<file path="config.mk">
export PLATFORM = sky130hd
export DESIGN_NAME = controlo_barreira_flat
export DESIGN_NICKNAME = d
export VERILOG_FILES = /design/src/rtl/controlo_barreira_if.sv /design/src/rtl/controlo_barreira.sv /design/src/flat_wrapper.sv
export SDC_FILE = /design/constraint.sdc
export NUM_CORES = 1
export LEC_CHECK = 0
export BUFFER_PORTS_ARGS = -buffer_cell sky130_fd_sc_hd__buf_2
export CAP_MARGIN = 0
export CORE_UTILIZATION = 53
export CTS_CLUSTER_SIZE = 10
export DETAILED_ROUTE_END_ITERATION = 10
export GPL_TIMING_DRIVEN = 0
export PLACE_DENSITY = 0.75
export SYNTH_ARGS = -nofsm -noshare
export SYNTH_HDL_FRONTEND = slang
export SYNTH_SLANG_ARGS = --single-unit
</file>
<file path="constraint.sdc">
create_clock -name clk -period 3.3 [get_ports clk]
set_input_delay 0.33 -clock clk [delete_from_list [all_inputs] [get_ports clk]]
set_output_delay 0.33 -clock clk [all_outputs]
set_load 0.05 [all_outputs]
</file>
<file path="src/rtl/controlo_barreira_if.sv">
// Signal bundle between the car-park request/sensor side and the barrier controller.
// The requester side (master) drives the requests and the sensor. The controller side (slave) drives the barrier and status.
interface controlo_barreira_if;
    logic       pedido_entrada;
    logic       pedido_saida;
    logic       sensor_carro;
    logic       barreira;
    logic       concede_entrada;
    logic       concede_saida;
    logic [6:0] tempo;
    logic [6:0] ocupados;
    logic       cheio;
    logic       aviso;

    modport master (
        output pedido_entrada, pedido_saida, sensor_carro,
        input  barreira, concede_entrada, concede_saida, tempo, ocupados, cheio, aviso
    );

    modport slave (
        input  pedido_entrada, pedido_saida, sensor_carro,
        output barreira, concede_entrada, concede_saida, tempo, ocupados, cheio, aviso
    );
endinterface

</file>
<file path="src/rtl/controlo_barreira.sv">
// Car-park barrier sequencer: arbitrates entry/exit requests, times the open interval, tracks occupancy.
// Optional warning lamp enabled by defining BARREIRA_AVISO_EN.
module controlo_barreira #(
    parameter int CICLOS_SEG   = 50000000,
    parameter int TEMPO_ABERTA = 6,
    parameter int LUGARES      = 20
) (
    input  logic                 clk,
    input  logic                 reset,
    controlo_barreira_if.slave   bus
);
    typedef enum logic {FECHADA, ABERTA} estado_t;

    localparam int               PW         = $clog2(CICLOS_SEG);
    localparam logic [PW-1:0]    PRESC_MAX  = PW'(CICLOS_SEG - 1);
    localparam logic [6:0]       LUGARES_7  = 7'(LUGARES);
    localparam logic [6:0]       TEMPO_AB_7 = 7'(TEMPO_ABERTA);

    estado_t       estado_q, estado_d;
    logic [PW-1:0] presc_q, presc_d;
    logic [6:0]    tempo_q, tempo_d;
    logic [6:0]    ocupados_q, ocupados_d;
    logic          barreira_q, barreira_d;
    logic          conc_e_q, conc_e_d;
    logic          conc_s_q, conc_s_d;
    logic          ultimo_saida_q, ultimo_saida_d;
    logic          elig_e, elig_s;
    logic [6:0]    tempo_inc;

    assign elig_e    = bus.pedido_entrada && (ocupados_q < LUGARES_7);
    assign elig_s    = bus.pedido_saida && (ocupados_q != 7'd0);
    assign tempo_inc = (tempo_q == 7'd127) ? tempo_q : tempo_q + 7'd1;

    always_comb begin
        estado_d       = estado_q;
        presc_d        = presc_q;
        tempo_d        = tempo_q;
        ocupados_d     = ocupados_q;
        barreira_d     = barreira_q;
        conc_e_d       = 1'b0;
        conc_s_d       = 1'b0;
        ultimo_saida_d = ultimo_saida_q;
        case (estado_q)
            FECHADA: begin
                // On a tie, whichever direction was not served last time wins.
                if (elig_e && (!elig_s || ultimo_saida_q)) begin
                    estado_d       = ABERTA;
                    barreira_d     = 1'b1;
                    conc_e_d       = 1'b1;
                    ultimo_saida_d = 1'b0;
                    ocupados_d     = ocupados_q + 7'd1;
                    tempo_d        = 7'd0;
                    presc_d        = '0;
                end else if (elig_s) begin
                    estado_d       = ABERTA;
                    barreira_d     = 1'b1;
                    conc_s_d       = 1'b1;
                    ultimo_saida_d = 1'b1;
                    ocupados_d     = ocupados_q - 7'd1;
                    tempo_d        = 7'd0;
                    presc_d        = '0;
                end
            end
            ABERTA: begin
                if (bus.sensor_carro) begin
                    tempo_d = 7'd0;
                    presc_d = '0;
                end else begin
                    if (presc_q == PRESC_MAX) begin
                        presc_d = '0;
                        tempo_d = tempo_inc;
                    end else begin
                        presc_d = presc_q + PW'(1);
                    end
                    // Close on the very tick that brings tempo to the limit; tempo keeps that value.
                    if (tempo_d >= TEMPO_AB_7) begin
                        estado_d   = FECHADA;
                        barreira_d = 1'b0;
                    end
                end
            end
            default: begin
                estado_d   = FECHADA;
                barreira_d = 1'b0;
            end
        endcase
    end

    always_ff @(posedge clk) begin
        if (reset) begin
            estado_q       <= FECHADA;
            presc_q        <= '0;
            tempo_q        <= 7'd0;
            ocupados_q     <= 7'd0;
            barreira_q     <= 1'b0;
            conc_e_q       <= 1'b0;
            conc_s_q       <= 1'b0;
            ultimo_saida_q <= 1'b1;
        end else begin
            estado_q       <= estado_d;
            presc_q        <= presc_d;
            tempo_q        <= tempo_d;
            ocupados_q     <= ocupados_d;
            barreira_q     <= barreira_d;
            conc_e_q       <= conc_e_d;
            conc_s_q       <= conc_s_d;
            ultimo_saida_q <= ultimo_saida_d;
        end
    end

    assign bus.barreira        = barreira_q;
    assign bus.concede_entrada = conc_e_q;
    assign bus.concede_saida   = conc_s_q;
    assign bus.tempo           = tempo_q;
    assign bus.ocupados        = ocupados_q;
    assign bus.cheio           = (ocupados_q == LUGARES_7);

`ifdef BARREIRA_AVISO_EN
    localparam int LIMIAR = (TEMPO_ABERTA > 2) ? TEMPO_ABERTA - 2 : 0;

    logic aviso_q, aviso_d, tick;

    // Lamp blinks once per second in the last seconds before closing; dark otherwise.
    always_comb begin
        tick    = (estado_q == ABERTA) && !bus.sensor_carro && (presc_q == PRESC_MAX);
        aviso_d = 1'b0;
        if ((estado_q == ABERTA) && !bus.sensor_carro && (estado_d == ABERTA)) begin
            if (!tick) begin
                aviso_d = aviso_q;
            end else if (int'(tempo_d) >= LIMIAR) begin
                aviso_d = (int'(tempo_q) < LIMIAR) ? 1'b1 : ~aviso_q;
            end
        end
    end

    always_ff @(posedge clk) begin
        if (reset) begin
            aviso_q <= 1'b0;
        end else begin
            aviso_q <= aviso_d;
        end
    end

    assign bus.aviso = aviso_q;
`else
    assign bus.aviso = 1'b0;
`endif
endmodule

</file>
<file path="src/flat_wrapper.sv">
// flat-port wrapper written by rule: the top's interface ports become plain ports
module controlo_barreira_flat 
#(
    parameter int CICLOS_SEG   = 50000000,
    parameter int TEMPO_ABERTA = 6,
    parameter int LUGARES      = 20
)
  (clk, reset, bus_pedido_entrada, bus_pedido_saida, bus_sensor_carro, bus_barreira, bus_concede_entrada, bus_concede_saida, bus_tempo, bus_ocupados, bus_cheio, bus_aviso);
  controlo_barreira_if bus_i ();
  input  logic clk;
  input  logic reset;
  input wire logic [$bits(bus_i.pedido_entrada)-1:0] bus_pedido_entrada;
  input wire logic [$bits(bus_i.pedido_saida)-1:0] bus_pedido_saida;
  input wire logic [$bits(bus_i.sensor_carro)-1:0] bus_sensor_carro;
  output wire logic [$bits(bus_i.barreira)-1:0] bus_barreira;
  output wire logic [$bits(bus_i.concede_entrada)-1:0] bus_concede_entrada;
  output wire logic [$bits(bus_i.concede_saida)-1:0] bus_concede_saida;
  output wire logic [$bits(bus_i.tempo)-1:0] bus_tempo;
  output wire logic [$bits(bus_i.ocupados)-1:0] bus_ocupados;
  output wire logic [$bits(bus_i.cheio)-1:0] bus_cheio;
  output wire logic [$bits(bus_i.aviso)-1:0] bus_aviso;
  assign bus_i.pedido_entrada = bus_pedido_entrada;
  assign bus_i.pedido_saida = bus_pedido_saida;
  assign bus_i.sensor_carro = bus_sensor_carro;
  assign bus_barreira = bus_i.barreira;
  assign bus_concede_entrada = bus_i.concede_entrada;
  assign bus_concede_saida = bus_i.concede_saida;
  assign bus_tempo = bus_i.tempo;
  assign bus_ocupados = bus_i.ocupados;
  assign bus_cheio = bus_i.cheio;
  assign bus_aviso = bus_i.aviso;
  controlo_barreira #(.CICLOS_SEG(CICLOS_SEG), .TEMPO_ABERTA(TEMPO_ABERTA), .LUGARES(LUGARES)) u_core (.clk(clk), .reset(reset), .bus(bus_i));
endmodule
</file>
==> qor.yml, run 1 <==
run_status:
  status: "complete, no violations"
clock_network:
  cts_tree: "built"
  insertion_delay_ns: 0.30
  clkTransAtPathRegs_ns: 0.08
  clkSinkCount: 45
  postCtsHoldBufs: 0
  h-tree-depth: 2
  cts_buffers: 5
  cts.path.max_buffers: 2
  clockRootBuffer: "clkbuf_8"
setup_path:
  required_ns: 3.50
  cp-end-kind: "flip-flop"
  critPathArrivalTime_ns: 3.32
  path_class: "flip-flop to flip-flop"
  start_kind: "flip-flop"
  crit_path_start: "u_core.bus.ocupados[6]$_SDFFE_PP0P_"
  reg2reg_from: "u_core.bus.ocupados[6]$_SDFFE_PP0P_"
  cp_max_fo: 8
final_layout:
  syn2layout_area_growth_pct: 13.3
  finish.utilization: 0.635
  layout.nets: 340
  layout-drive-gt1-share: 0.146
  num_antenna_cells: 0
die:
  core-area_sq_um: 4410
  die_x_um: 70.4
  row_count: 24
  dieArea_sq_um: 4950
  ios: 24
  die_height_um: 70.4
  floorplan.initialDensity: 0.561
power_and_ir_drop:
  peakVddDrop_v: 0.000640
  power.leakage_nw: 0.962
  pwr_density_cell_nw_per_um2: 680
  total_power_mw: 1.91
timing:
  setup_violations: 0
  tns_ns: 0
  finalHoldViolations: 0
  slew_headroom: 0.560
  skew_ns: 0.0103
  timing.final.crit_share: 0.945
  tightest_slew_ns: 0.654
  hold_slack_ns: 0.345
  fin_crit_ns: 3.12
  final_max_slew_viol_count: 0
  rsz0062_at_grt: "no"
  fmax_ghz: 0.321
job:
  drv_cap: 0
yosys:
  yosysWarnings: 0
  synth_top_cell_area_share: 0.364
  async_flop_share: 0
  synth_most_common_cell: "nor2_1"
  yosys_register_bits: 45
  synth_nets: 311
  synth.area.top_cells: "dfxtp_1, xnor2_1, nor2_1"
  synth_edf_count: 0
  synth_top_cell_by_area: "dfxtp_1"
  ys_top_cells_by_count: "nor2_1, dfxtp_1, xnor2_1, nand2_1"
  ys_types: 53
  synth_area_sq_um: 2480
  syn_avg_cell_area_sq_um: 8.31
  synth_cells: 298
  ys_seq_area_frac: 0.364
  synth-main-ff-cell: "dfxtp_1"
placement:
  gp_congestion: 0.848
  place_hpwl_um: 4000
  portBuffers: 22
min_path:
  hold_path_startpoint: "bus_pedido_saida"
  hold_path.class: "primary input to flip-flop"
drt:
  drt-total-wl_um: 5570
  post_drt_wl_per_cell_um: 14.7
  antenna_left: 0
  drc: 0
  vias: 2239
  viasPerCell: 5.89
  first_pass_iters: 4
  drt-initial-drc-count: 233
grt:
  grt_usage: 0.236
  grt_first_pass_wirelength_um: 9340
  gr-total-overflow: 0
  antenna_found_initial: 0
  first_global_vias: 2088
  grt_max_degree: 14
==> cell usage in the layout, fill, tap and decap left out, types with 2 or more instances in the layout <==
cell / Yosys / final
nor2_1: 50 / 50
nand3_1: 15 / 15
a21o_1: 2 / 2
nand2b_1: 3 / 3
or4_1: 2 / 2
inv_1: 6 / 6
o21bai_1: 2 / 2
nor3_1: 15 / 15
buf_2: 3 / 25
or3_1: 2 / 2
and3_1: 5 / 5
nand4_1: 6 / 6
nand2_1: 24 / 24
a311oi_1: 5 / 5
nor4_1: 12 / 12
a22oi_1: 3 / 3
a21oi_1: 14 / 14
xor2_1: 5 / 5
and4_1: 2 / 2
clkbuf_8: 0 / 6
xnor2_1: 25 / 25
dfxtp_1: 45 / 45
o21ai_0: 8 / 7
clkbuf_1: 7 / 8
ha_1: 7 / 7
==> kinds of logic after synthesis <==
logic type,Yosys count,share of synthesized area
XOR/XNOR,30,0.106
flip-flops,45,0.364
adder cells (fa/ha/maj),8,0.0435
other,1,0.00151
multiplexers,1,0.00404
AND/OR/NAND/NOR,144,0.289
AO/OA/AOI/OAI,51,0.159
buffers and inverters,18,0.0334
==> final cells by class <==
type | instances | area, sq um
multi-input cells | 235 | 1530
fillers | 384 | 1610
inverters | 6 | 22.5
plain buffers | 12 | 60.1
clock inverters | 1 | 30.0
flip-flops and latches | 45 | 901
clock buffers | 7 | 86.3
well taps | 52 | 65.1
repair buffers | 22 | 110
==> worst max-delay path, stage by stage (launching register included) <==
cell	delay, ns
dfxtp_1	0.36
or4_4	0.60
o41ai_4	0.41
o21ai_4	0.16
ha_1	0.39
a211oi_2	0.30
o21bai_1	0.12
a21oi_1	0.18
xnor2_1	0.16
a21oi_1	0.10
a31o_2	0.23
==> stage by stage <==
step | cell area, sq um | cells | setup WS, ns
2_1_floorplan | 2490 | 298 | 0.152
3_3_place_gp | 2660 | 372 | 0.154
3_5_place_dp | 2660 | 372 | 0.0681
4_1_cts | 2780 | 380 | 0.0362
5_1_grt | 2810 | 380 | 0.0195
6_report | 2810 | 380 | 0.181
==> flip-flops by register name, indices dropped and copies added (netlist names) <==
signal                      flops
u_core.bus.concede_entrada      1
u_core.bus.ocupados             7
u_core.ultimo_saida_q           1
u_core.presc_q                 26
u_core.bus.concede_saida        1
u_core.bus.barreira             1
u_core.estado_q                 1
u_core.bus.tempo                7
==> what timing repair did <==
| item | in CTS | in global routing |
|---|---|---|
| endpoints found under the setup margin | 0 | 1 |
| resized for setup | 0 | 4 |
| buffers inserted | 0 | 0 |
==> power breakdown <==
part	total, mW	leakage (nW)	internal, mW	switching [mW]
clock network	0.434	0.0585	0.247	0.187
registers	0.674	0.365	0.595	0.0793
logic	0.800	0.539	0.280	0.520
==> metal layers <==
metal	vias to the layer above	wire length [um]	GRT usage
met5	-	0	0
met4	0	70	0.0911
met3	7	191	0.0505
met2	45	2610	0.361
met1	1062	2700	0.324
li1	1125	-	-
==> final timing paths <==
kind                                              end  slack, ns  cells past startpoint
setup / recovery  u_core.bus.ocupados[6]$_SDFFE_PP0P_       0.18                     10
hold / removal    u_core.bus.concede_saida$_SDFF_PP0_       0.35                      3
setup reg to reg  u_core.bus.ocupados[6]$_SDFFE_PP0P_       0.18                     10
hold reg to reg        u_core.presc_q[1]$_SDFFE_PP0P_       0.48                      2
(Power assumes the default switching activity.)
==> run 2, diff against run 1 <==
Settings changed: ABC_AREA from default to 1, CORE_UTILIZATION 53 to 54, PLACE_DENSITY 0.75 to 0.76.
==> run 2 against run 1 <==
  * Flip-flop and latch count stayed put
  * Wire length increased by 11%
  * Worst hold slack got worse by 0.012 ns
  * Maximum frequency up 10%
  * Largest power group unchanged
  * Highest routed layer unchanged
==> qor.yml, run 2 <==
timing:
  skew_ns: 0.00714  # -0.00311 ns
  rsz0062_at_grt: "no"
  setup_violations: 0  # unchanged
  timing.final.crit_share: 0.856  # -0.0897
  slew_headroom: 0.490  # -0.0699
  fin_crit_ns: 2.82  # -0.296 ns
  hold_slack_ns: 0.333  # -0.0121 ns
  fmax_ghz: 0.354  # +10%
  tightest_slew_ns: 0.763  # +0.109 ns
  final_max_slew_viol_count: 0  # unchanged
  tns_ns: 0  # unchanged
  finalHoldViolations: 0  # unchanged
yosys:
  yosys_register_bits: 45  # unchanged
  synth_cells: 406  # +36%
  ys_top_cells_by_count: "nand2_1, inv_1, dfxtp_1, a21oi_1, nor2_1"
  synth-main-ff-cell: "dfxtp_1"
  synth_nets: 419  # +35%
  yosysWarnings: 0  # unchanged
  ys_seq_area_frac: 0.325  # -0.0383
  ys_types: 45  # -15%
  synth_area_sq_um: 2770  # +12%
  async_flop_share: 0  # unchanged
  syn_avg_cell_area_sq_um: 6.82  # -18%
  synth_edf_count: 0  # unchanged
  synth_most_common_cell: "nand2_1"
  synth.area.top_cells: "dfxtp_1, nand2_1, a21oi_1"
  synth_top_cell_area_share: 0.325  # -0.0383
  synth_top_cell_by_area: "dfxtp_1"
setup_path:
  path_class: "flip-flop to flip-flop"
  reg2reg_from: "u_core.bus.ocupados[0]$_SDFFE_PP0P_"
  cpPeakStageDelay_ns: 0.62  # +0.02 ns
  cp_max_fo: 10  # +2
  start_kind: "flip-flop"
  crit_path_start: "u_core.bus.ocupados[0]$_SDFFE_PP0P_"
  worst-path-buf-inv: 0  # unchanged
  cp_cell_sequence: "nor2_1 > nand2_1 > o31ai_4 > o21bai_1 > ha_1 > a21oi_1 > nand2_1 > nand2_1 > nand2_1 > a21oi_1 > a21oi_1 > o21ai_0 > a21oi_1"
  cp_num_cells: 13  # +3
  required_ns: 3.46  # -0.04 ns
  r2r_cells: 13  # +3
  cp-end-kind: "flip-flop"
  critPathTopFamily: "compound AO/OA/AOI/OAI gates"
  critPathArrivalTime_ns: 2.98  # -0.34 ns
  cpMaxStageDelayCell: "o21bai_1"
grt:
  grt_max_degree: 13  # -1
  grt_first_pass_wirelength_um: 10400  # +11%
  first_global_vias: 2333  # +12%
  grt_usage: 0.247  # +0.0105
  antenna_found_initial: 0  # unchanged
  gr-total-overflow: 0  # unchanged
drt:
  first_pass_iters: 4  # unchanged
  post_drt_wl_per_cell_um: 12.4  # -16%
  drc: 0  # unchanged
  drt-initial-drc-count: 108  # -54%
  antenna_left: 0  # unchanged
  drt-total-wl_um: 6190  # +11%
  viasPerCell: 5.27  # -11%
  vias: 2638  # +18%
job:
  drv_cap: 0  # unchanged
clock_network:
  ctsResizeCount: 0  # unchanged
  insertion_delay_ns: 0.30  # about the same
  cts_setup_buffers: 0  # unchanged
  clockRootBuffer: "clkbuf_8"
  h-tree-depth: 2  # unchanged
  cts_tree: "built"
  postCtsHoldBufs: 0  # unchanged
  cts.path.max_buffers: 2  # unchanged
  cts_buffers: 5  # unchanged
  clkTransAtPathRegs_ns: 0.08  # about the same
  clkSinkCount: 45  # unchanged
power_and_ir_drop:
  power.leakage_nw: 1.27  # +32%
  peakVddDrop_v: 0.000471  # -26%
  pwr_density_cell_nw_per_um2: 587  # -14%
die:
  row_count: 25  # +4.2%
  dieArea_sq_um: 5420  # +9.4%
  floorplan.initialDensity: 0.575  # +0.0136
  die_x_um: 73.6  # +4.6%
  core-area_sq_um: 4820  # +9.1%
  ios: 24  # unchanged
  die_height_um: 73.6  # +4.6%
min_path:
  hold_path.class: "primary input to flip-flop"
  hold_path_startpoint: "bus_pedido_saida"
  hold_depth: 3  # unchanged
final_layout:
  layout.nets: 447  # +31%
  largest_register_ffs: 26  # unchanged
  final_cell_mix: "nand2_1, inv_1, dfxtp_1, a21oi_1, nor2_1"
  syn2layout_area_growth_pct: 9.95
  layout-drive-gt1-share: 0.147  # +0.00112
  num_antenna_cells: 0  # unchanged
  largest_register: "u_core.presc_q"
  final_common_cell: "nand2_1"
  finish.utilization: 0.632  # -0.00380
run_status:
  status: "complete, no violations"
placement:
  portBuffers: 21  # -4.5%
  gp_congestion: 0.931  # +9.8%
  place_hpwl_um: 4590  # +15%
## run 2: layout make-up
cell class / count / area (sq um)
Fill cell: 486 / 1770
Multi-Input combinational cell: 298 / 1610
Sequential cell: 45 / 901
Inverter: 57 / 214
Timing Repair Buffer: 21 / 105
Clock buffer: 7 / 86.3
Tap cell: 67 / 83.8
Buffer: 6 / 38.8
## run 2: final timing paths
kind                                               to  slack, ns
hold reg to reg      u_core.bus.barreira$_SDFFE_PP0P_       0.47
setup / recovery  u_core.bus.ocupados[6]$_SDFFE_PP0P_       0.48
setup reg to reg  u_core.bus.ocupados[6]$_SDFFE_PP0P_       0.48
hold / removal    u_core.bus.concede_saida$_SDFF_PP0_       0.33
## run 2: cell families after synthesis
family                   share of synthesized area
AO/OA/AOI/OAI                                0.163
XOR/XNOR                                    0.0316
adder cells (fa/ha/maj)                     0.0389
buffers and inverters                       0.0913
flip-flops                                   0.325
other                                      0.00135
AND/OR/NAND/NOR                              0.348
## run 2: power breakdown
part / switching (mW) / internal, mW
Clock: 0.189 / 0.167
Combinational: 0.533 / 0.244
Sequential: 0.0547 / 0.600
Total: 0.776 / 1.01
## run 2: routing by layer
layer / track usage / wire (um) / vias up
met5: 0 / 0 / -
met4: 0.0726 / 72 / 0
met3: 0.0412 / 288 / 8
li1: - / - / 1386
met1: 0.337 / 3070 / 1183
met2: 0.398 / 2770 / 61
## run 2: worst reg2reg max path: cells and delay by family, from the launching register on
| kind | cells | cell delay [ns] |
|---|---|---|
| AOI/OAI and AO/OA | 7 | 1.41 |
| adders and majority gates | 1 | 0.41 |
| DFF | 1 | 0.45 |
| and+or+nand+nor | 5 | 0.43 |
## run 2: stage by stage
step	power [mW]	setup WS, ns	cells	instance area, sq um
6_report	1.79	0.477	501	3040
3_3_place_gp	1.43	0.544	494	2960
4_1_cts	1.79	0.502	501	3040
3_5_place_dp	1.44	0.517	494	2960
2_1_floorplan	1.29	0.516	406	2770
5_1_grt	1.92	0.106	501	3040
==> run 3, diff against run 2 <==
Settings changed: CORE_ASPECT_RATIO from default to 1.1.
==> run 3 against run 2 <==
  * Via count is 1.8% higher
  * Non-clock buffer count stayed put
  * Largest cell class unchanged
  * Total power is 4.0% higher
  * Register-to-register slack worse by 0.12 ns
  * Critical path type unchanged
  * Worst setup slack worse by 0.12 ns
  * Count of clock-buffer cells in the layout is 2 lower
  * Die area hardly changed
  * Wire length is 3.0% higher
  * Clock skew is 0.0019 ns higher
==> qor.yml, run 3 (synthesis gave the netlist of run 2 again) <==
run_status:
  status: "complete, no violations"
drt:
  drt-total-wl_um: 6380  # +3.0%
  vias: 2685  # +1.8%
  antenna_left: 0  # unchanged
  viasPerCell: 5.48  # +4.1%
  post_drt_wl_per_cell_um: 13.0  # +5.3%
  drc: 0  # unchanged
  drt-initial-drc-count: 170  # +57%
  first_pass_iters: 5  # +1
timing:
  timing.final.crit_share: 0.893  # +0.0371
  tightest_slew_ns: 0.823  # +0.0594 ns
  fmax_ghz: 0.339  # -4.2%
  skew_ns: 0.00902  # +0.00188 ns
  fin_crit_ns: 2.95  # +0.123 ns
  slew_headroom: 0.450  # -0.0397
  finalHoldViolations: 0  # unchanged
  rsz0062_at_grt: "no"
  final_max_slew_viol_count: 0  # unchanged
  tns_ns: 0  # unchanged
  setup_violations: 0  # unchanged
  hold_slack_ns: 0.335  # +0.00165 ns
job:
  drv_cap: 0  # unchanged
power_and_ir_drop:
  peakVddDrop_v: 0.000544  # +16%
  switching_share: 0.427  # -0.00772
  combPwrFrac: 0.424  # -0.011
  power.leakage_nw: 1.28  # +0.76%
  seq_power_share: 0.354  # -0.012
  switchingPower_uw: 793  # +2.1%
  clkPwrFrac: 0.222  # +0.023
  pwr_density_cell_nw_per_um2: 610  # +3.9%
  internal_power_mw: 1.07  # +5.4%
final_layout:
  layout.nets: 447  # unchanged
  final_cell_mix: "nand2_1, inv_1, dfxtp_1, a21oi_1, nor2_1"
  layout-drive-gt1-share: 0.150  # +0.00230
  num_antenna_cells: 0  # unchanged
  largest_register_ffs: 26  # unchanged
  syn2layout_area_growth_pct: 10.1
  largest_register: "u_core.presc_q"
  nFillCells: 477  # -1.9%
  final_common_cell: "nand2_1"
grt:
  gr-total-overflow: 0  # unchanged
  antenna_found_initial: 0  # unchanged
  first_global_vias: 2498  # +7.1%
  grt_first_pass_wirelength_um: 11300  # +8.8%
  grt_max_degree: 14  # +1
  grt_usage: 0.254  # +0.00729
clock_network:
  cts_setup_buffers: 0  # unchanged
  insertion_delay_ns: 0.30  # about the same
  clkTransAtPathRegs_ns: 0.09  # about the same
  postCtsHoldBufs: 0  # unchanged
  clkSinkCount: 45  # unchanged
  ctsResizeCount: 0  # unchanged
  cts.path.max_buffers: 2  # unchanged
  clockRootBuffer: "clkbuf_8"
  cts_buffers: 5  # unchanged
  cts_tree: "built"
  h-tree-depth: 2  # unchanged
setup_path:
  cpMaxStageDelayCell: "o21bai_1"
  path_class: "flip-flop to flip-flop"
  worst-path-buf-inv: 0  # unchanged
  cp-end-kind: "flip-flop"
  cpPeakStageDelay_ns: 0.67  # +0.05 ns
  required_ns: 3.52  # +0.06 ns
  cp_max_fo: 10  # unchanged
  start_kind: "flip-flop"
  critPathArrivalTime_ns: 3.17  # +0.19 ns
  crit_top_cell: "nand2_1"
  critPathTopFamily: "compound AO/OA/AOI/OAI gates"
  cp_cell_sequence: "nor2_1 > nand2_1 > o31ai_4 > o21bai_1 > ha_1 > a21oi_1 > nand2_1 > nand2_1 > nand2_1 > a21oi_1 > and3_1 > o21ai_0 > a21oi_1"
die:
  die_x_um: 70.3  # -4.5%
  row_count: 26  # +4.0%
  die_height_um: 77.1  # +4.7%
  core-area_sq_um: 4780  # -0.73%
  floorplan.initialDensity: 0.579  # +0.00421
  dieArea_sq_um: 5420  # about the same
  ios: 24  # unchanged
placement:
  place_hpwl_um: 4720  # +3.0%
  gp_congestion: 0.954  # +2.4%
  portBuffers: 21  # unchanged
min_path:
  hold_path.class: "primary input to flip-flop"
## run 3: cell types whose count changed in the layout (fill, tap and decap cells not counted), sizes merged
cell | before | now
clkinv | 2 | 3
bufinv | 0 | 1
clkbuf | 8 | 6
## run 3: metrics by stage
stage	setup WS [ns]	cell area, sq um	utilization	cells	total power, mW
6_report	0.354	3050	0.637	490	1.86
5_1_grt	0.0775	3050	0.637	490	1.99
3_5_place_dp	0.493	2940	0.615	483	1.45
3_3_place_gp	0.555	2940	0.615	483	1.43
4_1_cts	0.376	3050	0.637	490	1.87
2_1_floorplan	0.516	2770	-	406	1.29
## run 3: final cells by class
class,instances,area [sq um],share of cell area
clock inverters,2,35.0,0.0115
plain buffers,6,38.8,0.0127
repair buffers,21,105,0.0345
flip-flops and latches,45,901,0.296
inverters,57,214,0.0702
well taps,56,70.1,0.0230
multi-input cells,298,1610,0.530
clock buffers,5,68.8,0.0226
## run 3: worst paths after layout
| check | from | slack [ns] | end | depth (start not counted) |
|---|---|---|---|---|
| worst max-delay path | u_core.bus.ocupados[0]$_SDFFE_PP0P_ | 0.35 | u_core.bus.ocupados[6]$_SDFFE_PP0P_ | 13 |
| worst min-delay path | bus_pedido_saida | 0.33 | u_core.bus.concede_saida$_SDFF_PP0_ | 3 |
| worst max register to register | u_core.bus.ocupados[0]$_SDFFE_PP0P_ | 0.35 | u_core.bus.ocupados[6]$_SDFFE_PP0P_ | 13 |
| worst min register to register | u_core.bus.barreira$_SDFFE_PP0P_ | 0.47 | u_core.bus.barreira$_SDFFE_PP0P_ | 2 |
## run 3: layer usage
metal,global-route usage,wire [um]
met4,0.0760,85
met1,0.332,2980
met3,0.0407,308
met5,0,0
met2,0.426,3010
## run 3: power groups by stage
stage                     logic (mW)  registers (mW)  clock network (mW)
after global routing           0.880           0.667               0.443
after CTS                      0.791           0.657               0.419
after global placement         0.762           0.666                   0
after detailed placement       0.781           0.669                   0
final                          0.789           0.657               0.412
after floorplan                0.487           0.798                   0
## run 3: worst min-delay path, cell delays in order
cell,delay [ns]
buf_2,0.12
o31ai_4,0.09
nor4_1,0.06
